==> src/rtl/key_cmd_scheduler.sv <==
// Turns four debounced button levels into one prioritised command stream.
// Each button has press-edge detection, hold-to-repeat and a one-deep pending flag.
module key_cmd_scheduler #(
  parameter int unsigned DELAY_CYCLES  = 20_000_000,
  parameter int unsigned REPEAT_CYCLES = 5_000_000,
  parameter logic [3:0]  REPEAT_MASK   = 4'b1110,
  parameter int unsigned CNT_W         = 25
) (
  input  logic       clk,
  input  logic       rst,
  input  logic [3:0] btn_level,
  output logic       cmd_valid,
  output logic [1:0] cmd_code,
  input  logic       cmd_ready
);

  typedef enum logic [1:0] {
    IDLE,
    DELAY,
    REPEAT,
    HELD
  } btn_st_t;

  localparam logic [CNT_W-1:0] DLY_LD = CNT_W'(DELAY_CYCLES - 1);
  localparam logic [CNT_W-1:0] RPT_LD = CNT_W'(REPEAT_CYCLES - 1);

  btn_st_t                     state     [4];
  btn_st_t                     state_nxt [4];
  logic [3:0][CNT_W-1:0]       timer;
  logic [3:0][CNT_W-1:0]       timer_nxt;
  logic [3:0]                  prev;
  logic [3:0]                  pending;
  logic [3:0]                  pending_nxt;
  logic [3:0]                  evt;
  logic [3:0]                  grant;
  logic [1:0]                  grant_code;
  logic                        load;

  always_comb begin
    evt = '0;
    for (int i = 0; i < 4; i++) begin
      state_nxt[i] = state[i];
      timer_nxt[i] = timer[i];
      unique case (state[i])
        IDLE: begin
          if (btn_level[i] & ~prev[i]) begin
            evt[i] = 1'b1;
            if (REPEAT_MASK[i]) begin
              state_nxt[i] = DELAY;
              timer_nxt[i] = DLY_LD;
            end else begin
              state_nxt[i] = HELD;
            end
          end
        end
        DELAY, REPEAT: begin
          if (!btn_level[i]) begin
            state_nxt[i] = IDLE;
          end else if (timer[i] == '0) begin
            evt[i]       = 1'b1;
            state_nxt[i] = REPEAT;
            timer_nxt[i] = RPT_LD;
          end else begin
            timer_nxt[i] = timer[i] - CNT_W'(1);
          end
        end
        HELD: begin
          if (!btn_level[i]) state_nxt[i] = IDLE;
        end
        default: state_nxt[i] = IDLE;
      endcase
    end
  end

  // Lowest index wins: scan downward so rotate overwrites the rest.
  always_comb begin
    grant      = '0;
    grant_code = '0;
    for (int i = 3; i >= 0; i--) begin
      if (pending[i]) begin
        grant      = 4'(1 << i);
        grant_code = 2'(i);
      end
    end
  end

  assign load = ~cmd_valid | cmd_ready;

  // A fresh event always survives, even when the old request is granted.
  always_comb begin
    pending_nxt = evt | (pending & btn_level & ~(load ? grant : 4'b0000));
  end

  always_ff @(posedge clk) begin
    if (rst) begin
      for (int i = 0; i < 4; i++) state[i] <= IDLE;
      timer     <= '0;
      prev      <= 4'b1111;
      pending   <= '0;
      cmd_valid <= 1'b0;
      cmd_code  <= 2'd0;
    end else begin
      for (int i = 0; i < 4; i++) state[i] <= state_nxt[i];
      timer   <= timer_nxt;
      prev    <= btn_level;
      pending <= pending_nxt;
      if (load) begin
        cmd_valid <= |pending;
        if (|pending) cmd_code <= grant_code;
      end
    end
  end

endmodule

==> config.mk <==
export PLATFORM = sky130hd
export DESIGN_NAME = key_cmd_scheduler
export DESIGN_NICKNAME = d
export VERILOG_FILES = /design/src/rtl/key_cmd_scheduler.sv
export SDC_FILE = /design/constraint.sdc
export NUM_CORES = 1
export LEC_CHECK = 0
export ABC_CLOCK_PERIOD_IN_PS = 2600
export CAP_MARGIN = 20
export CELL_PAD_IN_SITES_DETAIL_PLACEMENT = 2
export CELL_PAD_IN_SITES_GLOBAL_PLACEMENT = 2
export CORE_MARGIN = 5
export CORE_UTILIZATION = 39
export DETAILED_ROUTE_END_ITERATION = 8
export GPL_ROUTABILITY_DRIVEN = 0
export PLACE_DENSITY = 0.81
export REMOVE_ABC_BUFFERS = 1
export SLEW_MARGIN = 20
export SYNTH_ARGS = -nofsm -noshare
export SYNTH_HDL_FRONTEND = slang
export SYNTH_SLANG_ARGS = --single-unit
==> constraint.sdc <==
create_clock -name clk -period 2.6 [get_ports clk]
set_clock_uncertainty 0.2 [all_clocks]
set_input_delay 0.39 -clock clk [delete_from_list [all_inputs] [get_ports clk]]
set_output_delay 0.39 -clock clk [all_outputs]
set_load 0.01 [all_outputs]
# [Yosys cells after proc, flatten, opt, wreduce, memory -nomap -nowiden]
# Memories as Yosys holds them, arrays and structs flattened.
# Cells that the tools add are included.
[word_totals] regBits=111 mem_bits_rw=8 inputBits=7 output_inout_bits=3 wordCells=135 mem_count=1
[mem_list] name="state" depth=4 word_bits=2 read_ports=4 rd_ports_with_merged_regs=0 wr=4 line="27" source="btn_st_t state [4];"
[op_classes] addsub=4 eq_ne=18 n_mux=65 n_bitwise=18 n_reduce_logical=21
[op_table] cell="$mux 25" n=10
[op_table] cell="$pmux 25 s2" n=3
[op_table] cell="$logic_not 25->1" n=4
[op_table] cell="$sub 25x1->25 const B" n=4
[op_table] cell="$mux 2" n=24
[op_table] cell="$pmux 2 s3" n=4
[op_table] cell="$mux 4" n=5
[op_table] cell="$eq 2x2->1 const B" n=8
[op_table] cell="$mux 1" n=15
[op_table] cell="$ne 2x2->1 const B" n=6
[op_table] cell="$reduce_and 3->1" n=3
[op_table] cell="$and 4x4->4" n=2
[op_table] cell="$eq 2x1->1 const B" n=4
[op_table] cell="$logic_not 2->1" n=4
[op_table] cell="$pmux 1 s2" n=4
[op_table] cell="$reduce_or 2->1" n=4
[op_table] cell="$reduce_bool 2->1" n=3
[op_table] cell="$not 1->1" n=5
[op_table] cell="$or 1x1->1" n=5
[op_table] cell="$and 1x1->1" n=4
[op_table] cell="$not 4->4" n=1
[op_table] cell="$or 4x4->4" n=1
[op_table] cell="$reduce_and 2->1" n=2
[op_table] cell="$reduce_or 4->1" n=1

# [Depth between registers and ports, before layout]
[logic_depth] ltp_word=8 depth_mapped=9 ltp_nobuf=7

# [Worst setup path after synthesis]
# Ideal clock, no wire load.
[synth_timing] path_kind="register -> register" from="register timer[50] in the netlist's numbering" to="memory state[2][0] in the netlist's numbering" setup_time_ns=0.072 arrival_time_ns=2.047 required_time_ns=2.328 setup_slack_ns=0.282 path_stages_with_launch=9 n_path_buf=1 period_less_slack_ns=2.318 path_cell_list="dfxtp_1 > inv_1 > ha_1 > nor4b_1 > nand4_1 > clkbuf_1 > or2_2 > a31oi_1 > mux2i_1"
[synth_lines] element="start, declared" line="29" source="logic [3:0][CNT_W-1:0] timer;"
[synth_lines] element="start signal, assigned" line="104" source="timer <= timer_nxt;"
[synth_lines] element="end, declared" line="27"

==> metrics.md <==
| Metric | Value |
|---|---|
| Status | complete, no violations |
| Layout cells sized above 1 | a little over an eighth |
| Synth-to-layout area growth | 21.11% |
| Max stage delay on crit path | ~0.44 ns |
| Hold Violations, Final | 0 |
| Initial antenna violation count | 0 |
| First-pass GRT wire length | between 30 and 40 mm |
| Total power | approximately 10 mW |
| Clock tree buffer depth | 2 |
| Period utilisation layout | slightly below 100% |
| Slew @ Worst Pin | 0.8856 ns |
| CP max-delay cell | nor4_1 |
| Worst-path clk slew | approximately 0.060 ns |
| Top post-synthesis cells by area | dfxtp_1 (38%), nor2_1 (4.7%), a21oi_1 (4.6%), xnor2_1 (3.6%), nand2_1 (3.5%) |
| Sum of buffers and inverters on the critical path | 2 |
| Clock latency on the worst-skew pair | between 0.4 and 0.5 ns |
| Post-synthesis sequential area ratio | 37.96% |
| WS Path Type | flop to flop |
| HP Class | primary input to flop |
| Antenna diode count | 0 |
| # rows | 46 |
| Top post-synthesis cells by count | dfxtp_1 (119), nor2_1 (78), a21oi_1 (58), nand2_1 (58), nor3_1 (43) |
| TritonCTS clock tree | done |
| Layout Cells excl Fill | roughly 1.0k |
| Clock root cell | clkbuf_16 |
| Antenna-violating nets left | 0 |
| DRC Markers | 0 |
| Critical path capture point type | flop |
| Arrival @ worst endpoint | approximately 2.6 ns |
| Avg Cell Area, Syn | roughly 8.2 um^2 |
| Setup-failing EPs final | 0 |
| Fmax | approximately 400 MHz |
| Pleak | 2.797 nW |
| RSZ-0062 raised after global routing | yes |
| Netlist cell types | around 70 |
| Critical path, cell by cell | inv_1 > ha_1 > nor4bb_1 > buf_4 > nand4_1 > nor4_1 > xnor2_1 > nor2_1 |
| Most common cell in the netlist | dfxtp_1 |
| Peak supply drop | between 0.5 and 0.6 mV |
| Final TNS setup | 0 ns |
| Max_cap viols | 0 |
| Crit path max-delay family | simple AND/OR/NAND/NOR gates |
| Largest net degree at the start of global routing | between 80 and 90 |
| Clock buffer count from CTS | 17 |
| Detailed Place HPWL | 14.87 mm |
| DR pass1 iterations | 5 |
| Synth Register Bits | ~120 |
| Ports | 10 |
| Synth area leader | dfxtp_1 |
| Overflow after GRT | 0 |
| Die area | roughly 19000 um^2 |
| Routed wire length | about 24 mm |
| Slew HR | 40.70% |
| P per Cell Area | roughly 1400 nW/um^2 |
| Worst hold slack | about 0.26 ns |
| Vias | 6381 |
| Setup crit start kind | flop |
| Post-synth EDFFs | 0 |
| Fin area | between 7000 and 8000 um^2 |
| Post-synthesis cell count | roughly 770 |
| All-Layer GR Usage | 26.38% |
| Wire length per cell | around 23 um |
| H-tree depth | 4 |
| CTS Hold Bufs | 0 |
| Placed insts | 1006 |
| NumNets Final | about 840 |
| Final min period | 2.520 ns |
| FFs w/ async S/R, synth | 0% |
| Die W | roughly 140 um |
| Cell Area, Placed | 6865 um^2 |
| Dpl ws | -0.05763 ns |
| Post-layout util | between 40% and 50% |
| FILL cells | roughly 1.7k |
| Final worst slack | roughly 0.08 ns |
| Core ar. | between 15000 and 20000 um^2 |
| Initial DRC Count | approximately 330 |
| CTS sink count | around 120 |
| Max-slew violations | 0 |
| Most used flip-flop cell after synthesis | dfxtp_1 |
| Starting density of the core | between 30 and 40% |
| Vias in the first global route | 7174 |
| Syn Std Cell Area | 6276 um^2 |
| Port buffer count | 9 |
| Top-area cell type share of the netlist area | 37.96% |
| DIE HEIGHT | ~140 um |
| CP Data Required Time | about 2.7 ns |
| Vias per cell | 6.130 |
| Worst-path maximum fanout | 5 |
| Synth Warn # | 0 |
## metal layers
metal | vias up | part of all wire, % | wire, um | GRT usage [%]
li1 | 2948 | - | - | -
met1 | 3232 | 43 | 10060 | 30.98
met2 | 143 | 51 | 12140 | 46.63
met3 | 58 | 3.2 | 768 | 6.103
met4 | 0 | 3.0 | 699 | 9.978
met5 | - | 0 | 0 | 0
## cells by family (layout without fill, tap and decap cells)
family,after synthesis,in the layout,share of synthesized area [%]
AO/OA/AOI/OAI,195,195,20.67
XOR/XNOR,36,36,5.024
adder cells (fa/ha/maj),16,16,3.190
buffers and inverters,63,121,4.007
flip-flops,119,119,37.96
multiplexers,5,5,0.7975
AND/OR/NAND/NOR,333,333,28.35
## area by class of cell
| cell class | instances | area, um^2 | area share, % |
|---|---|---|---|
| sequential | 119 | 2382 | 31.34 |
| clock inverter | 13 | 225.2 | 2.963 |
| inverter | 28 | 105.1 | 1.383 |
| timing repair buffer | 61 | 488.0 | 6.420 |
| clock buffer | 19 | 452.9 | 5.959 |
| tap | 216 | 270.3 | 3.556 |
| multi-input combinational | 585 | 3677 | 48.38 |
## cells in the final DEF, fill, tap and decap left out, types with 8 or more instances in the layout
| cell type | count |
|---|---|
| a211oi_1 | 8 |
| a21oi_1 | 58 |
| a31oi_1 | 15 |
| buf_4 | 51 |
| clkbuf_16 | 17 |
| clkdlybuf4s50_1 | 8 |
| dfxtp_1 | 119 |
| ha_1 | 16 |
| inv_1 | 27 |
| nand2_1 | 58 |
| nand2b_1 | 8 |
| nand3_1 | 23 |
| nand4_1 | 15 |
| nor2_1 | 77 |
| nor2b_1 | 9 |
| nor3_1 | 43 |
| nor4_1 | 26 |
| o21ai_0 | 32 |
| o31ai_1 | 9 |
| or3_1 | 12 |
| or4_1 | 13 |
| xnor2_1 | 26 |
| xor2_1 | 10 |
## worst min-delay path, delay by kind of cell
kind                   cells  cell delay [ns]
buffers and inverters      2             0.32
AND/OR/NAND/NOR            1             0.13
## power by group
part           switching, mW  leakage, nW  internal (mW)
combinational           2.94         1.51           1.88
sequential             0.513        0.971           2.26
clock                  0.919        0.321           1.84
## final timing paths
path                                   from         to  slack (ns)  cells after the start
worst min register to register    timer[24]  timer[24]        0.29                      1
worst min-delay path                    rst  timer[89]        0.26                      3
worst max register to register  state[0][0]  timer[17]        0.08                      8
worst max-delay path            state[0][0]  timer[17]        0.08                      8
## sequential cells by signal, summed over array words and instances, names as in the netlist
register,cells
timer,100
state,8
pending,4
prev,4
cmd_code,2
cmd_valid,1
## what timing repair did
| item | CTS | global route |
|---|---|---|
| pin swaps | 1 | 4 |
| setup buffers | 2 | 1 |
| resized for setup | 1 | 7 |
| hold endpoints to repair | 0 | 0 |
| endpoints found under the setup margin | 2 | 31 |
(Power assumes the default switching activity.)
